--- src/rtl/reg_wb_queue_if.sv ---
// Write-back queue bus: ALU/load write requests, register-file write port
// and forwarding lookup. master = pipeline side, slave = queue side.
interface reg_wb_queue_if;
  logic        ex_valid;
  logic [1:0]  ex_spec;
  logic [2:0]  ex_dest;
  logic [15:0] ex_data;

  logic        mem_valid;
  logic [1:0]  mem_spec;
  logic [2:0]  mem_dest;
  logic [15:0] mem_data;

  logic        wb_ready;

  logic        regWrite;
  logic [1:0]  writeSpecReg;
  logic [2:0]  R3;
  logic [15:0] inData3;

  logic [1:0]  fwd_spec;
  logic [2:0]  fwd_idx;
  logic        fwd_hit;
  logic [15:0] fwd_data;

  modport master (
    output ex_valid, ex_spec, ex_dest, ex_data,
    output mem_valid, mem_spec, mem_dest, mem_data,
    output fwd_spec, fwd_idx,
    input  wb_ready,
    input  regWrite, writeSpecReg, R3, inData3,
    input  fwd_hit, fwd_data
  );

  modport slave (
    input  ex_valid, ex_spec, ex_dest, ex_data,
    input  mem_valid, mem_spec, mem_dest, mem_data,
    input  fwd_spec, fwd_idx,
    output wb_ready,
    output regWrite, writeSpecReg, R3, inData3,
    output fwd_hit, fwd_data
  );
endinterface

--- src/rtl/reg_wb_queue.sv ---
// Register write-back queue: merges ALU (ex) and load (mem) results into one
// register-file write per cycle, with an optional forwarding lookup.
// Ports: CLK, RST_N (async, active-low), bus (reg_wb_queue_if.slave):
//   ex_*/mem_* requests in, wb_ready out, regWrite/writeSpecReg/R3/inData3
//   write port out, fwd_spec/fwd_idx key in, fwd_hit/fwd_data out.
// Option: define REG_WB_QUEUE_FWD_EN to build the forwarding lookup.
module reg_wb_queue #(
  parameter int DEPTH = 4
) (
  input  logic         CLK,
  input  logic         RST_N,
  reg_wb_queue_if.slave bus
);
  localparam int AW = $clog2(DEPTH);
  localparam int CW = AW + 1;

  typedef struct packed {
    logic [1:0]  spec;
    logic [2:0]  dest;
    logic [15:0] data;
  } wb_ent_t;

  wb_ent_t       r_q [DEPTH];
  logic [AW-1:0] r_head;
  logic [AW-1:0] r_tail;
  logic [CW-1:0] r_count;
  logic          r_wr;
  wb_ent_t       r_out;

  logic          w_ready;
  logic          w_acc_mem;
  logic          w_acc_ex;
  logic          w_pop;
  logic [CW-1:0] w_n_acc;
  logic [AW-1:0] w_ex_slot;
  wb_ent_t       w_mem_ent;
  wb_ent_t       w_ex_ent;

  // Two free slots guarantee a dual accept never overflows.
  assign w_ready   = (r_count <= CW'(DEPTH - 2));
  assign w_acc_mem = bus.mem_valid & w_ready;
  assign w_acc_ex  = bus.ex_valid & w_ready;
  assign w_pop     = (r_count != '0);
  assign w_n_acc   = CW'(w_acc_mem) + CW'(w_acc_ex);

  // mem is the older instruction, so it takes the first free slot.
  assign w_ex_slot = w_acc_mem ? r_tail + AW'(1) : r_tail;

  assign w_mem_ent = '{
    spec: bus.mem_spec,
    dest: bus.mem_dest,
    data: bus.mem_data
  };
  assign w_ex_ent = '{
    spec: bus.ex_spec,
    dest: bus.ex_dest,
    data: bus.ex_data
  };

  always_ff @(posedge CLK) begin
    if (w_acc_mem) r_q[r_tail] <= w_mem_ent;
    if (w_acc_ex) r_q[w_ex_slot] <= w_ex_ent;
  end

  always_ff @(posedge CLK or negedge RST_N) begin
    if (!RST_N) begin
      r_head  <= '0;
      r_tail  <= '0;
      r_count <= '0;
    end else begin
      r_head  <= r_head + AW'(w_pop);
      r_tail  <= r_tail + AW'(w_n_acc);
      r_count <= r_count + w_n_acc - CW'(w_pop);
    end
  end

  // Output register; fields hold when nothing is popped.
  always_ff @(posedge CLK or negedge RST_N) begin
    if (!RST_N) begin
      r_wr  <= 1'b0;
      r_out <= '0;
    end else begin
      r_wr <= w_pop;
      if (w_pop) r_out <= r_q[r_head];
    end
  end

  assign bus.wb_ready     = w_ready;
  assign bus.regWrite     = r_wr;
  assign bus.writeSpecReg = r_out.spec;
  assign bus.R3           = r_out.dest;
  assign bus.inData3      = r_out.data;

`ifdef REG_WB_QUEUE_FWD_EN
  logic        w_hit;
  logic [15:0] w_fdata;

  // Dest only distinguishes general registers; SP/IH/T are single.
  function automatic logic f_match(
    input wb_ent_t    e,
    input logic [1:0] k_spec,
    input logic [2:0] k_idx
  );
    return (e.spec == k_spec) &&
           ((k_spec != 2'b00) || (e.dest == k_idx));
  endfunction

  // Scan oldest to newest so the newest match overwrites older ones;
  // the output register is older than anything still queued.
  always_comb begin
    w_hit   = 1'b0;
    w_fdata = '0;
    if (r_wr && f_match(r_out, bus.fwd_spec, bus.fwd_idx)) begin
      w_hit   = 1'b1;
      w_fdata = r_out.data;
    end
    for (int i = 0; i < DEPTH; i++) begin
      if ((CW'(i) < r_count) &&
          f_match(r_q[r_head + AW'(i)], bus.fwd_spec, bus.fwd_idx)) begin
        w_hit   = 1'b1;
        w_fdata = r_q[r_head + AW'(i)].data;
      end
    end
  end

  assign bus.fwd_hit  = w_hit;
  assign bus.fwd_data = w_fdata;
`else
  logic w_unused_fwd;
  assign w_unused_fwd = ^{bus.fwd_spec, bus.fwd_idx};
  assign bus.fwd_hit  = 1'b0;
  assign bus.fwd_data = '0;
`endif
endmodule

--- src/flat_wrapper.sv ---
// flat-port wrapper written by rule: the top's interface ports become plain ports
module reg_wb_queue_flat 
#(
  parameter int DEPTH = 4
)
  (CLK, RST_N, bus_ex_valid, bus_ex_spec, bus_ex_dest, bus_ex_data, bus_mem_valid, bus_mem_spec, bus_mem_dest, bus_mem_data, bus_fwd_spec, bus_fwd_idx, bus_wb_ready, bus_regWrite, bus_writeSpecReg, bus_R3, bus_inData3, bus_fwd_hit, bus_fwd_data);
  reg_wb_queue_if bus_i ();
  input  logic CLK;
  input  logic RST_N;
  input wire logic [$bits(bus_i.ex_valid)-1:0] bus_ex_valid;
  input wire logic [$bits(bus_i.ex_spec)-1:0] bus_ex_spec;
  input wire logic [$bits(bus_i.ex_dest)-1:0] bus_ex_dest;
  input wire logic [$bits(bus_i.ex_data)-1:0] bus_ex_data;
  input wire logic [$bits(bus_i.mem_valid)-1:0] bus_mem_valid;
  input wire logic [$bits(bus_i.mem_spec)-1:0] bus_mem_spec;
  input wire logic [$bits(bus_i.mem_dest)-1:0] bus_mem_dest;
  input wire logic [$bits(bus_i.mem_data)-1:0] bus_mem_data;
  input wire logic [$bits(bus_i.fwd_spec)-1:0] bus_fwd_spec;
  input wire logic [$bits(bus_i.fwd_idx)-1:0] bus_fwd_idx;
  output wire logic [$bits(bus_i.wb_ready)-1:0] bus_wb_ready;
  output wire logic [$bits(bus_i.regWrite)-1:0] bus_regWrite;
  output wire logic [$bits(bus_i.writeSpecReg)-1:0] bus_writeSpecReg;
  output wire logic [$bits(bus_i.R3)-1:0] bus_R3;
  output wire logic [$bits(bus_i.inData3)-1:0] bus_inData3;
  output wire logic [$bits(bus_i.fwd_hit)-1:0] bus_fwd_hit;
  output wire logic [$bits(bus_i.fwd_data)-1:0] bus_fwd_data;
  assign bus_i.ex_valid = bus_ex_valid;
  assign bus_i.ex_spec = bus_ex_spec;
  assign bus_i.ex_dest = bus_ex_dest;
  assign bus_i.ex_data = bus_ex_data;
  assign bus_i.mem_valid = bus_mem_valid;
  assign bus_i.mem_spec = bus_mem_spec;
  assign bus_i.mem_dest = bus_mem_dest;
  assign bus_i.mem_data = bus_mem_data;
  assign bus_i.fwd_spec = bus_fwd_spec;
  assign bus_i.fwd_idx = bus_fwd_idx;
  assign bus_wb_ready = bus_i.wb_ready;
  assign bus_regWrite = bus_i.regWrite;
  assign bus_writeSpecReg = bus_i.writeSpecReg;
  assign bus_R3 = bus_i.R3;
  assign bus_inData3 = bus_i.inData3;
  assign bus_fwd_hit = bus_i.fwd_hit;
  assign bus_fwd_data = bus_i.fwd_data;
  reg_wb_queue #(.DEPTH(DEPTH)) u_core (.CLK(CLK), .RST_N(RST_N), .bus(bus_i));
endmodule
--- config.mk ---
export PLATFORM = sky130hd
export DESIGN_NAME = reg_wb_queue_flat
export DESIGN_NICKNAME = d
export VERILOG_FILES = /design/src/rtl/reg_wb_queue_if.sv /design/src/rtl/reg_wb_queue.sv /design/src/flat_wrapper.sv
export SDC_FILE = /design/constraint.sdc
export NUM_CORES = 1
export LEC_CHECK = 0
export CAP_MARGIN = 10
export CORE_ASPECT_RATIO = 1.75
export CORE_UTILIZATION = 48
export CTS_CLUSTER_DIAMETER = 30
export DETAILED_ROUTE_END_ITERATION = 8
export PLACE_DENSITY_LB_ADDON = 0.25
export SLEW_MARGIN = 20
export SYNTH_ARGS = -nofsm -noshare
export SYNTH_HDL_FRONTEND = slang
export SYNTH_SLANG_ARGS = --single-unit
--- constraint.sdc ---
create_clock -name CLK -period 2.3 [get_ports CLK]
set_input_delay 0.46 -clock CLK [delete_from_list [all_inputs] [get_ports CLK]]
set_output_delay 0.46 -clock CLK [all_outputs]
set_load 0.1 [all_outputs]
==> impl_summary.txt, run 1 <==
----------------------------------------------------
[Detailed routing]
  Sum of routed wire length over all layers ... 11,570 µm
  Metal1 wirelength ... 4194 µm
  Mean routed wirelength per cell ... 20.89 µm
  First DRT Iteration DRCs ... 166
  DRT Pass-1 Iters ... 4
  Met3 wire len ... 432 µm
  Final antenna-violating net count ... 0
  Overall via count from detail_route ... 3,009
  Via-per-instance ratio ... 5.431
  Drt drc ... 0
  Highest metal layer used by the detailed router ... met4
  Routed wl met2 ... 6649 µm

[Synth]
  Netlist area before placement ... 5515 µm²
  Warnings, synthesis ... 0
  Synth Area per Inst ... 17.45 µm²
  Cell variety after synth ... 26
  Post-Syn Instances ... 316
  Flip-flop and latch count after synthesis ... 113
  Proportion of synthesized chip area in sequential cells ... 58.89%
  Post-synth top area share ... 45.74%
  Yosys top cell by area ... sky130_fd_sc_hd__edfxtp_1
  Top cells by area in the synthesized netlist ... sky130_fd_sc_hd__edfxtp_1 (46%), sky130_fd_sc_hd__mux2_2 (21%), sky130_fd_sc_hd__dfrtp_1 (13%)

[CTS]
  Clock sink count ... 113
  H-tree depth ... 4
  Hold-fix buffer count after cts ... 0
  Clock insertion delay at the later pin of the skew report ... 0.41 ns
  Number of buffers created by CTS ... 17
  Clock tree from TritonCTS ... built
  Clock slew at the register clock pins of the worst setup and hold paths ... 0.05 ns
  Number of cells upsized or downsized after cts ... 0
  Buffer type at the clock tree root ... sky130_fd_sc_hd__clkbuf_16
  Buffer count from post-CTS setup fixing ... 0
  Maximum buffer depth of the clock tree ... 2

[Power]
  Leakage power figure ... 2.648 nW
  Total power of the final layout ... 10.95 mW
  Cell Pwr Density ... 1536 nW/µm²
  Peak supply drop ... 1.108 mV

[Layout]
  Share of the core filled with cells ... 63.81%
  Share of cells above drive strength 1 ... 50.95%
  Post-layout net count ... 471
  Antenna diode count ... 0
  Syn-to-layout area delta ... 29.20%
  Final Instance Area ... 7126 µm²

[Global routing]
  Total congestion overflow ... 0
  Global-route wire length before repair ... 18,020 µm
  Tot GR Track Use ... 21.12%
  Number of global-route vias before repair ... 3,345
  Antenna violations before repair ... 0
  Pin count of the biggest net entering global routing ... 30

[Floorplan]
  Number of top-level pins ... 91
  Area of the core region ... 11,170 µm²
  Die Width ... 83.03 µm
  Number of rows in the core area ... 51
  Chip height ... 143.8 µm
  Initial core utilization ... 49.39%
  DIE AREA ... 11,940 µm²

[Placement]
  Port Buffer Count ... 68
  Placed instance area ... 6513 µm²
  Sum of net half-perimeters after detailed placement ... 7254 µm
  Dpl ws ... -0.1534 ns
  Weighted congestion reported at the end of routability-driven placement ... 0.7282

[Setup path]
  CP Cell Sequence ... inv_1, ha_1, nand3_1, a21boi_4, buf_12, mux2_2
  Start-to-end type of the worst setup path ... flip-flop to flip-flop
  Reg2Reg Launch Point ... u_core.r_tail[1]$_DFF_PN0_
  Nature of the critical path endpoint ... flip-flop
  Buf+Inv Stages, Crit Path ... 2
  Flop-to-flop setup slack ... 0.12 ns
  Capture point of the worst reg-to-reg path ... u_core.r_q[3][12]$_DFFE_PP_
  R2R cell count ... 6
  Critical path data arrival time ... 2.33 ns
  Worst Path Max Fanout ... 12
  Required time worst endpoint ... 2.45 ns
  Largest stage delay on the critical path ... 0.41 ns
  CP top delay family ... flip-flops
  Startpoint class of the critical path ... flip-flop
  CP max stage cell ... sky130_fd_sc_hd__dfrtp_1

[Timing]
  Share of the clock period used by the worst path after layout ... 94.74%
  Number of slew-limit violations in the final report ... 0
  Fin crit period ... 2.179 ns
  Transition time of the tightest slew-check pin ... 0.8102 ns
  Final clock skew ... 0.009446 ns
  Setup repair after global routing missed its margin ... no
  Endpoints failing hold ... 0
  TNS Setup ... 0 ns
  Final setup fails ... 0
  Headroom to the max-slew limit ... 45.99%
  Slack of the critical path ... 0.1209 ns
  Max Fclk ... 458.9 MHz

[Job]
  Number of maximum-capacitance constraint violations ... 0

[Status]
  Outcome ... finished, final reports clean

[Min path]
  Worst min-delay path category ... primary input to asynchronous set/reset pin

----------------------------------------------------
[registers in the layout, summed over array words and instances, names as in the netlist]
signal                   cells
u_core.r_head                2
u_core.bus.regWrite          1
u_core.r_tail                2
u_core.r_count               3
u_core.bus.R3                3
u_core.bus.writeSpecReg      2
u_core.r_q                  84
u_core.bus.inData3          16
[worst max-delay path by stage]
stage / cells after the start / slack (ns) / endpoint / start
floorplan: 10 / -0.27 / u_core.r_count[2]$_DFF_PN0_ / u_core.r_count[0]$_DFF_PN0_
global placement: 9 / -0.12 / u_core.r_count[2]$_DFF_PN0_ / bus_mem_valid
detailed placement: 9 / -0.15 / u_core.r_count[2]$_DFF_PN0_ / bus_mem_valid
CTS: 6 / 0.1 / u_core.r_q[3][11]$_DFFE_PP_ / u_core.r_tail[1]$_DFF_PN0_
global route: 6 / 0.007 / u_core.r_q[3][12]$_DFFE_PP_ / u_core.r_tail[1]$_DFF_PN0_
finish: 6 / 0.12 / u_core.r_q[3][12]$_DFFE_PP_ / u_core.r_tail[1]$_DFF_PN0_
[metal layers]
metal,track usage [%],vias to the layer above
met5,0,-
met4,10.07,0
met2,40.90,95
li1,-,1375
met1,20.45,1520
met3,5.572,19
[through the flow]
| step | instances | hold slack [ns] |
|---|---|---|
| 2_1_floorplan | 332 | 0.1644 |
| 3_3_place_gp | 522 | 0.4884 |
| 3_5_place_dp | 522 | 0.4933 |
| 4_1_cts | 554 | 0.1645 |
| 5_1_grt | 554 | 0.1823 |
| 6_report | 554 | 0.1387 |
[cells in the mapped netlist]
| cell type | number |
|---|---|
| sky130_fd_sc_hd__conb_1 | 1 |
| sky130_fd_sc_hd__clkbuf_1 | 2 |
| sky130_fd_sc_hd__a21o_2 | 1 |
| sky130_fd_sc_hd__mux2_1 | 1 |
| sky130_fd_sc_hd__xor2_1 | 1 |
| sky130_fd_sc_hd__and3_1 | 1 |
| sky130_fd_sc_hd__inv_1 | 9 |
| sky130_fd_sc_hd__a21o_1 | 2 |
| sky130_fd_sc_hd__buf_1 | 1 |
| sky130_fd_sc_hd__buf_4 | 21 |
| sky130_fd_sc_hd__nand2_1 | 4 |
| sky130_fd_sc_hd__a21boi_4 | 2 |
| sky130_fd_sc_hd__mux4_2 | 21 |
| sky130_fd_sc_hd__and3b_1 | 1 |
| sky130_fd_sc_hd__fa_1 | 1 |
| sky130_fd_sc_hd__buf_2 | 4 |
| sky130_fd_sc_hd__xnor2_1 | 5 |
| sky130_fd_sc_hd__dfrtp_1 | 29 |
| sky130_fd_sc_hd__a21oi_2 | 1 |
| sky130_fd_sc_hd__nor3_1 | 1 |
| sky130_fd_sc_hd__and2_1 | 2 |
| sky130_fd_sc_hd__mux2_2 | 104 |
| sky130_fd_sc_hd__edfxtp_1 | 84 |
| sky130_fd_sc_hd__ha_1 | 10 |
| sky130_fd_sc_hd__nand3_1 | 3 |
| sky130_fd_sc_hd__clkbuf_8 | 4 |
[layout by cell type, fill, tap and decap left out, drive strengths merged]
cell	netlist	routed
and3	1	1
mux4	21	21
nand2	4	4
and2	2	2
nand3	3	3
xnor2	5	5
a21o	3	3
clkinvlp	0	2
clkbuf	6	22
conb	1	17
ha	10	10
and3b	1	1
inv	9	9
nor3	1	1
edfxtp	84	84
clkdlybuf4s50	0	44
mux2	105	105
dfrtp	29	29
fa	1	1
a21boi	2	2
a21oi	1	1
clkinv	0	4
xor2	1	1
bufinv	0	4
buf	26	46
[layout make-up]
type | instances | area [µm²]
Fill cell | 821 | 4041
Sequential cell | 113 | 3248
Multi-Input combinational cell | 178 | 2107
Timing Repair Buffer | 90 | 958.4
Clock buffer | 22 | 454.2
Tap cell | 132 | 165.2
Clock inverter | 10 | 158.9
Inverter | 9 | 33.78
[report_power, final]
group / switching (mW) / internal, mW / leakage, nW
Sequential: 0.254 / 2.98 / 1.10
Clock: 0.902 / 1.83 / 0.294
Combinational: 3.08 / 1.90 / 1.25
[cells by family (layout without fill, tap and decap cells)]
| family | count (synthesis) | after routing | share of synthesized area (%) |
|---|---|---|---|
| simple gates | 12 | 12 | 1.134 |
| other cells | 1 | 17 | 0.06799 |
| compound gates | 6 | 6 | 1.270 |
| fa+ha+maj | 11 | 11 | 2.632 |
| flops | 113 | 113 | 58.89 |
| xor+xnor | 6 | 6 | 0.9528 |
| buf+inv | 41 | 131 | 5.036 |
| mux | 126 | 126 | 30.01 |
Power figures use the tool's default switching activity.
==> run 2: changes to the inputs <==
--- a/config.mk
+++ b/config.mk
@@ -5,12 +5,12 @@
 export SDC_FILE = /design/constraint.sdc
 export NUM_CORES = 1
 export LEC_CHECK = 0
-export CAP_MARGIN = 10
+export CAP_MARGIN = 0
 export CORE_ASPECT_RATIO = 1.75
-export CORE_UTILIZATION = 48
+export CORE_UTILIZATION = 54
 export CTS_CLUSTER_DIAMETER = 30
 export DETAILED_ROUTE_END_ITERATION = 8
-export PLACE_DENSITY_LB_ADDON = 0.25
+export PLACE_DENSITY = 0.88
 export SLEW_MARGIN = 20
 export SYNTH_ARGS = -nofsm -noshare
 export SYNTH_HDL_FRONTEND = slang
==> constraint.sdc (replaced) <==
create_clock -name CLK -period 2.5 [get_ports CLK]
set_input_delay 0.5 -clock CLK [delete_from_list [all_inputs] [get_ports CLK]]
set_output_delay 0.5 -clock CLK [all_outputs]
set_load 0.1 [all_outputs]
==> run 2 against run 1 <==
- first-iteration DRC count is 16% lower
- sequential share of layout area increased by 0.14 points
- via count increased by 5.0%
- flip-flop and latch count unchanged
- total power decreased by 6.9%
- non-clock buffer count up 3
- clock power down 3%
- clock skew shrank 0.0040 ns
- maximum frequency is 2.1% higher
- count of clock-buffer cells in the layout grew 1
- sequential power down 5%
- utilization rose by 7.9 points
==> impl_summary.txt, run 2 (synthesized netlist as in run 1, its figures left out) <==
----------------------------------------------------
[Power]
  Leakage power figure ... 2.673 nW (was 2.648 nW)
  Cell Pwr Density ... 1434 nW/µm² (was 1536 nW/µm²)
  Peak supply drop ... 0.8804 mV (was 1.108 mV)
  Switching Fraction ... 38.41% (was 38.70%)
  Portion of total power attributed to sequential cells ... 30.1% (was 29.5%)
  Total internal power ... 6.274 mW (was 6.710 mW)
  Relative contribution of combinational cells to total power ... 43.7% (was 45.5%)
  Clock Power Share ... 26.2% (was 25.0%)
  Net Switching ... 3.912 mW (was 4.235 mW)

[Setup path]
  Start-to-end type of the worst setup path ... flip-flop to flip-flop (unchanged)
  Critical path data arrival time ... 2.43 ns (was 2.33 ns)
  Worst Path Max Fanout ... 7 (was 12)
  Required time worst endpoint ... 2.79 ns (was 2.45 ns)
  Startpoint class of the critical path ... flip-flop (unchanged)
  Nature of the critical path endpoint ... flip-flop (unchanged)

[CTS]
  Clock tree from TritonCTS ... built (unchanged)
  Number of buffers created by CTS ... 17 (unchanged)
  Clock slew at the register clock pins of the worst setup and hold paths ... 0.05 ns (about the same)
  Hold-fix buffer count after cts ... 0 (unchanged)
  Clock sink count ... 113 (unchanged)
  Maximum buffer depth of the clock tree ... 2 (unchanged)
  H-tree depth ... 4 (unchanged)
  Buffer count from post-CTS setup fixing ... 0 (unchanged)
  Clock insertion delay at the later pin of the skew report ... 0.42 ns (was 0.41 ns)
  Number of cells upsized or downsized after cts ... 0 (unchanged)
  Buffer type at the clock tree root ... sky130_fd_sc_hd__clkbuf_16 (unchanged)

[Detailed routing]
  Sum of routed wire length over all layers ... 11,790 µm (was 11,570 µm)
  Drt drc ... 0 (unchanged)
  Mean routed wirelength per cell ... 21.44 µm (was 20.89 µm)
  Final antenna-violating net count ... 0 (unchanged)
  Via-per-instance ratio ... 5.742 (was 5.431)
  First DRT Iteration DRCs ... 139 (was 166)
  Overall via count from detail_route ... 3,158 (was 3,009)
  DRT Pass-1 Iters ... 5 (was 4)

[Timing]
  Max Fclk ... 468.3 MHz (was 458.9 MHz)
  Endpoints failing hold ... 0 (unchanged)
  Final clock skew ... 0.005447 ns (was 0.009446 ns)
  Fin crit period ... 2.135 ns (was 2.179 ns)
  Headroom to the max-slew limit ... 60.76% (was 45.99%)
  Final setup fails ... 0 (unchanged)
  Number of slew-limit violations in the final report ... 0 (unchanged)
  Share of the clock period used by the worst path after layout ... 85.41% (was 94.74%)
  Transition time of the tightest slew-check pin ... 0.5886 ns (was 0.8102 ns)
  Setup repair after global routing missed its margin ... no (unchanged)

[Placement]
  Sum of net half-perimeters after detailed placement ... 7764 µm (was 7254 µm)
  Placed instance area ... 6449 µm² (was 6513 µm²)
  Weighted congestion reported at the end of routability-driven placement ... 0.7793 (was 0.7282)
  Port Buffer Count ... 68 (unchanged)

[Layout]
  Share of cells above drive strength 1 ... 50.82% (was 50.95%)
  Syn-to-layout area delta ... 28.81% (was 29.20%)
  Register containing the most flip-flops in the final layout ... u_core.r_q (unchanged)
  Highest-count cells in the layout ignoring fill and taps ... sky130_fd_sc_hd__mux2_2 (104), sky130_fd_sc_hd__edfxtp_1 (84), sky130_fd_sc_hd__clkdlybuf4s50_1 (45) (was sky130_fd_sc_hd__mux2_2 (104), sky130_fd_sc_hd__edfxtp_1 (84), sky130_fd_sc_hd__clkdlybuf4s50_1 (44))
  Max reg flops ... 84 (unchanged)
  Antenna diode count ... 0 (unchanged)
  Final Instance Area ... 7104 µm² (was 7126 µm²)
  Post-layout net count ... 474 (was 471)
  Fillcell total ... 646 (was 821)
  Most common library cell in the layout ignoring fill and taps ... sky130_fd_sc_hd__mux2_2 (unchanged)
  Share of the core filled with cells ... 71.69% (was 63.81%)

[Global routing]
  Pin count of the biggest net entering global routing ... 30 (unchanged)
  Tot GR Track Use ... 24.54% (was 21.12%)
  Number of global-route vias before repair ... 3,497 (was 3,345)
  Global-route wire length before repair ... 18,260 µm (was 18,020 µm)
  Antenna violations before repair ... 0 (unchanged)
  Total congestion overflow ... 0 (unchanged)

[Floorplan]
  Number of rows in the core area ... 48 (was 51)
  Area of the core region ... 9910 µm² (was 11,170 µm²)
  Die Width ... 78.40 µm (was 83.03 µm)
  Chip height ... 135.7 µm (was 143.8 µm)
  DIE AREA ... 10,640 µm² (was 11,940 µm²)
  Initial core utilization ... 55.66% (was 49.39%)
  Number of top-level pins ... 91 (unchanged)

[Status]
  Outcome ... finished, final reports clean (unchanged)

[Min path]
  Worst min-delay path category ... primary input to asynchronous set/reset pin (unchanged)

[Job]
  Number of maximum-capacitance constraint violations ... 0 (unchanged)

----------------------------------------------------
==> run 2: layout make-up <==
cell class                      count  area, µm²  area share, %
Timing Repair Buffer               93      910.9          12.82
Clock buffer                       23      478.0          6.728
Sequential cell                   113       3248          45.72
Tap cell                          125      156.4          2.201
Inverter                            9      33.78         0.4755
Clock inverter                      9      177.7          2.501
Multi-Input combinational cell    178       2100          29.55
==> run 2: power by group through the flow <==
stage	Clock [mW]	Combinational [mW]	Sequential [mW]
finish	2.66	4.45	3.07
global route	2.78	4.66	3.12
CTS	2.70	4.50	3.07
detailed placement	0	4.48	3.09
global placement	0	4.37	3.05
floorplan	0	2.05	4.29
==> run 2: worst paths after layout <==
kind / from / slack (ns) / endpoint / cells past startpoint
min in group CLK: u_core.bus.inData3[13]$_DFFE_PN0N_ / 0.50 / u_core.bus.inData3[13]$_DFFE_PN0N_ / 1
worst max register to register: u_core.r_count[0]$_DFF_PN0_ / 0.36 / u_core.r_count[2]$_DFF_PN0_ / 9
worst min register to register: u_core.bus.inData3[13]$_DFFE_PN0N_ / 0.50 / u_core.bus.inData3[13]$_DFFE_PN0N_ / 1
worst min-delay path: RST_N / 0.50 / u_core.bus.inData3[10]$_DFFE_PN0N_ / 2
max in group asynchronous: RST_N / 1.68 / u_core.bus.inData3[6]$_DFFE_PN0N_ / 2
worst max-delay path: u_core.r_count[0]$_DFF_PN0_ / 0.36 / u_core.r_count[2]$_DFF_PN0_ / 9
==> run 2: critical path, stage by stage, from the launching register on <==
cell,delay (ns)
sky130_fd_sc_hd__dfrtp_1,0.43
sky130_fd_sc_hd__a21oi_4,0.26
sky130_fd_sc_hd__and2_1,0.22
sky130_fd_sc_hd__ha_4,0.15
sky130_fd_sc_hd__inv_1,0.04
sky130_fd_sc_hd__ha_1,0.25
sky130_fd_sc_hd__inv_1,0.05
sky130_fd_sc_hd__fa_2,0.35
sky130_fd_sc_hd__xnor2_2,0.14
sky130_fd_sc_hd__xnor2_1,0.13
==> run 2: routing by layer <==
| layer | vias up | global-route usage, % | wire [µm] |
|---|---|---|---|
| li1 | 1381 | - | - |
| met1 | 1623 | 24.51 | 3968 |
| met2 | 127 | 45.61 | 6975 |
| met3 | 27 | 6.734 | 513 |
| met4 | 0 | 12.35 | 334 |
| met5 | - | 0 | 0 |
==> run 2: per-stage QoR <==
| step | power [mW] | setup TNS (ns) | std cells | hold WS [ns] | setup slack, ns |
|---|---|---|---|---|---|
| 6_report | 10.19 | 0 | 550 | 0.4997 | 0.3648 |
| 3_3_place_gp | 7.418 | 0 | 518 | 0.4896 | 0.05272 |
| 4_1_cts | 10.27 | 0 | 550 | 0.5064 | 0.3479 |
| 3_5_place_dp | 7.570 | 0 | 518 | 0.4953 | 0.02541 |
| 2_1_floorplan | 6.339 | -0.09510 | 332 | 0.2044 | -0.09510 |
| 5_1_grt | 10.56 | 0 | 550 | 0.5173 | 0.2527 |
==> run 3: changes to the inputs <==
--- a/config.mk
+++ b/config.mk
@@ -15,3 +15,4 @@
 export SYNTH_ARGS = -nofsm -noshare
 export SYNTH_HDL_FRONTEND = slang
 export SYNTH_SLANG_ARGS = --single-unit
+export TNS_END_PERCENT = 1
==> constraint.sdc (replaced) <==
create_clock -name CLK -period 2 [get_ports CLK]
set_input_delay 0.4 -clock CLK [delete_from_list [all_inputs] [get_ports CLK]]
set_output_delay 0.4 -clock CLK [all_outputs]
set_load 0.1 [all_outputs]
==> run 3 against run 2 <==
- the run now ends with setup timing left
- first-iteration DRC count grew 32%
- combinational power up 39%
- sequential power grew 23%
- total power is 28% higher
- worst hold slack worse by 0.45 ns
- highest routed layer unchanged
- cell area grew 3.8%
- largest power group unchanged
- via count increased by 5.2%
- die area stayed put
- routed wire length rose by 6.4%
- count of clock-buffer cells in the layout decreased by 2
==> impl_summary.txt, run 3 (synthesized netlist as in run 1, its figures left out) <==
----------------------------------------------------
[Status]
  Outcome ... complete, but fails checks (was finished, final reports clean)
  Failing checks ... setup timing

[Timing]
  Fin crit period ... 2.075 ns (was 2.135 ns)
  Final worst hold slack ... 0.05227 ns (was 0.4997 ns)
  TNS Setup ... -2.265 ns (was 0 ns)
  Number of slew-limit violations in the final report ... 0 (unchanged)
  Final setup fails ... 68 (was 0)
  Final clock skew ... 0.009142 ns (was 0.005447 ns)
  Setup repair after global routing missed its margin ... yes (was no)
  Max Fclk ... 481.8 MHz (was 468.3 MHz)
  Slack of the critical path ... -0.07549 ns (was 0.3648 ns)
  Share of the clock period used by the worst path after layout ... 103.8% (was 85.41%)
  Transition time of the tightest slew-check pin ... 0.7801 ns (was 0.5886 ns)
  Endpoints failing hold ... 0 (unchanged)
  Headroom to the max-slew limit ... 47.99% (was 60.76%)

[Power]
  Portion of total power attributed to sequential cells ... 29.0% (was 30.1%)
  Peak supply drop ... 1.271 mV (was 0.8804 mV)
  Cell Pwr Density ... 1772 nW/µm² (was 1434 nW/µm²)
  Leakage power figure ... 2.793 nW (was 2.673 nW)
  Clock Power Share ... 23.6% (was 26.2%)
  Net Switching ... 5.071 mW (was 3.912 mW)
  Switching Fraction ... 38.83% (was 38.41%)
  Total internal power ... 7.988 mW (was 6.274 mW)
  Relative contribution of combinational cells to total power ... 47.4% (was 43.7%)
  Total power of the final layout ... 13.06 mW (was 10.19 mW)

[Global routing]
  Total congestion overflow ... 0 (unchanged)
  Tot GR Track Use ... 25.01% (was 24.54%)
  Number of global-route vias before repair ... 3,482 (was 3,497)
  Pin count of the biggest net entering global routing ... 30 (unchanged)
  Antenna violations before repair ... 0 (unchanged)
  Global-route wire length before repair ... 18,510 µm (was 18,260 µm)

[Setup path]
  Largest stage delay on the critical path ... 0.44 ns (was 0.43 ns)
  Startpoint class of the critical path ... flip-flop (unchanged)
  Flop-to-flop setup slack ... -0.08 ns (was 0.36 ns)
  Buf+Inv Stages, Crit Path ... 2 (unchanged)
  Reg2Reg Launch Point ... u_core.r_count[0]$_DFF_PN0_ (unchanged)
  CP Cell Sequence ... a21oi_4, buf_6, and3b_2, a21boi_4, clkbuf_16, mux2_4 (was a21oi_4, and2_1, ha_4, inv_1, ha_1, inv_1, fa_2, xnor2_2, xnor2_1)
  Required time worst endpoint ... 2.15 ns (was 2.79 ns)
  CP top delay family ... compound AO/OA/AOI/OAI gates (was adder cells)
  R2R cell count ... 6 (was 9)
  CP max stage cell ... sky130_fd_sc_hd__dfrtp_2 (was sky130_fd_sc_hd__dfrtp_1)
  Critical path data arrival time ... 2.23 ns (was 2.43 ns)
  Worst Path Max Fanout ... 7 (unchanged)
  Capture point of the worst reg-to-reg path ... u_core.r_q[3][13]$_DFFE_PP_ (was u_core.r_count[2]$_DFF_PN0_)
  Start-to-end type of the worst setup path ... flip-flop to flip-flop (unchanged)
  Nature of the critical path endpoint ... flip-flop (unchanged)

[Detailed routing]
  Final antenna-violating net count ... 0 (unchanged)
  Drt drc ... 0 (unchanged)
  DRT Pass-1 Iters ... 6 (was 5)
  First DRT Iteration DRCs ... 184 (was 139)
  Via-per-instance ratio ... 5.913 (was 5.742)
  Sum of routed wire length over all layers ... 12,550 µm (was 11,790 µm)
  Overall via count from detail_route ... 3,323 (was 3,158)
  Mean routed wirelength per cell ... 22.33 µm (was 21.44 µm)

[CTS]
  Number of buffers created by CTS ... 17 (unchanged)
  Clock tree from TritonCTS ... built (unchanged)
  Hold-fix buffer count after cts ... 0 (unchanged)
  H-tree depth ... 4 (unchanged)
  Buffer type at the clock tree root ... sky130_fd_sc_hd__clkbuf_16 (unchanged)
  Maximum buffer depth of the clock tree ... 2 (unchanged)
  Clock insertion delay at the later pin of the skew report ... 0.41 ns (was 0.42 ns)
  Clock slew at the register clock pins of the worst setup and hold paths ... 0.05 ns (about the same)
  Clock sink count ... 113 (unchanged)

[Min path]
  Worst min-delay path category ... primary input to asynchronous set/reset pin (unchanged)

[Floorplan]
  Number of top-level pins ... 91 (unchanged)
  Chip height ... 135.7 µm (unchanged)
  Area of the core region ... 9910 µm² (unchanged)
  DIE AREA ... 10,640 µm² (unchanged)
  Number of rows in the core area ... 48 (unchanged)
  Initial core utilization ... 55.66% (unchanged)
  Die Width ... 78.40 µm (unchanged)

[Placement]
  Cells after DPL ... 523 (was 518)
  Port Buffer Count ... 68 (unchanged)
  Sum of net half-perimeters after detailed placement ... 7456 µm (was 7764 µm)
  Weighted congestion reported at the end of routability-driven placement ... 0.7482 (was 0.7793)

[Layout]
  Max reg flops ... 84 (unchanged)
  Share of cells above drive strength 1 ... 54.46% (was 50.82%)
  Syn-to-layout area delta ... 33.64% (was 28.81%)
  Share of the core filled with cells ... 74.38% (was 71.69%)
  Post-layout net count ... 486 (was 474)
  Most common library cell in the layout ignoring fill and taps ... sky130_fd_sc_hd__mux2_2 (unchanged)
  Highest-count cells in the layout ignoring fill and taps ... sky130_fd_sc_hd__mux2_2 (89), sky130_fd_sc_hd__edfxtp_1 (84), sky130_fd_sc_hd__clkdlybuf4s50_1 (44) (was sky130_fd_sc_hd__mux2_2 (104), sky130_fd_sc_hd__edfxtp_1 (84), sky130_fd_sc_hd__clkdlybuf4s50_1 (45))
  Final cell count without fillers ... 562 (was 550)
  Register containing the most flip-flops in the final layout ... u_core.r_q (unchanged)
  Antenna diode count ... 0 (unchanged)

[Job]
  Number of maximum-capacitance constraint violations ... 0 (unchanged)

----------------------------------------------------
==> run 3: cell count changes in the layout (fill, tap and decap cells not counted), sizes merged <==
cell	delta
clkdlybuf4s50	-1
clkinv	+2
bufinv	-1
clkinvlp	+1
buf	+11
==> run 3: power by group through the flow <==
stage                     clock, mW  combinational (mW)  sequential, mW
after floorplan                   0                2.56            5.36
after global placement            0                5.77            3.74
after detailed placement          0                5.88            3.78
after CTS                      3.11                6.01            3.77
after global routing           3.23                6.46            3.85
final                          3.08                6.19            3.79
==> run 3: area by class of cell <==
cell class / count / area (µm²)
tap: 125 / 156.4
inverter: 9 / 33.78
sequential: 113 / 3252
timing repair buffer: 105 / 1125
clock inverter: 11 / 162.7
fill: 569 / 2539
clock buffer: 21 / 440.4
multi-input combinational: 178 / 2201
==> run 3: worst max path at each step <==
| stage | start | endpoint | slack [ns] | depth (start not counted) |
|---|---|---|---|---|
| 3_3_place_gp | bus_mem_valid | u_core.r_count[2]$_DFF_PN0_ | -0.34 | 9 |
| 3_5_place_dp | bus_mem_valid | u_core.r_count[2]$_DFF_PN0_ | -0.42 | 9 |
| 5_1_grt | u_core.r_count[0]$_DFF_PN0_ | u_core.r_q[3][19]$_DFFE_PP_ | -0.12 | 6 |
| 4_1_cts | u_core.r_count[1]$_DFF_PN0_ | u_core.r_count[2]$_DFF_PN0_ | -0.05 | 9 |
| 6_report | u_core.r_count[0]$_DFF_PN0_ | u_core.r_q[3][13]$_DFFE_PP_ | -0.08 | 6 |
| 2_1_floorplan | u_core.r_count[0]$_DFF_PN0_ | u_core.r_count[2]$_DFF_PN0_ | -0.58 | 10 |
==> run 3: metal layers <==
metal,vias up,share of wire [%],track usage [%]
met5,-,0,0
met4,0,3.5,12.55
met3,35,4.7,7.811
met2,169,55,44.54
met1,1705,37,26.22
li1,1414,-,-
==> run 3: per-stage QoR <==
step,setup slack [ns],instance area (µm²)
after floorplan,-0.5840,5617
after global placement,-0.3362,6551
after detailed placement,-0.4225,6551
after CTS,-0.05265,7198
after global routing,-0.1232,7371
final,-0.07549,7371
==> run 3: repair_timing <==
action | in CTS | in global routing
buffers inserted | 3 | 2
setup endpoints to repair | 49 | 127
gates resized for setup | 7 | 29
pin swaps | 8 | 8
gates cloned | 0 | 2
==> run 3: worst reg2reg max path, delay by kind of cell (launching register included) <==
| kind | cells | cell delay [ns] |
|---|---|---|
| flip-flops | 1 | 0.44 |
| AND/OR/NAND/NOR | 1 | 0.20 |
| AO/OA/AOI/OAI | 2 | 0.52 |
| buffers and inverters | 2 | 0.37 |
| multiplexers | 1 | 0.30 |
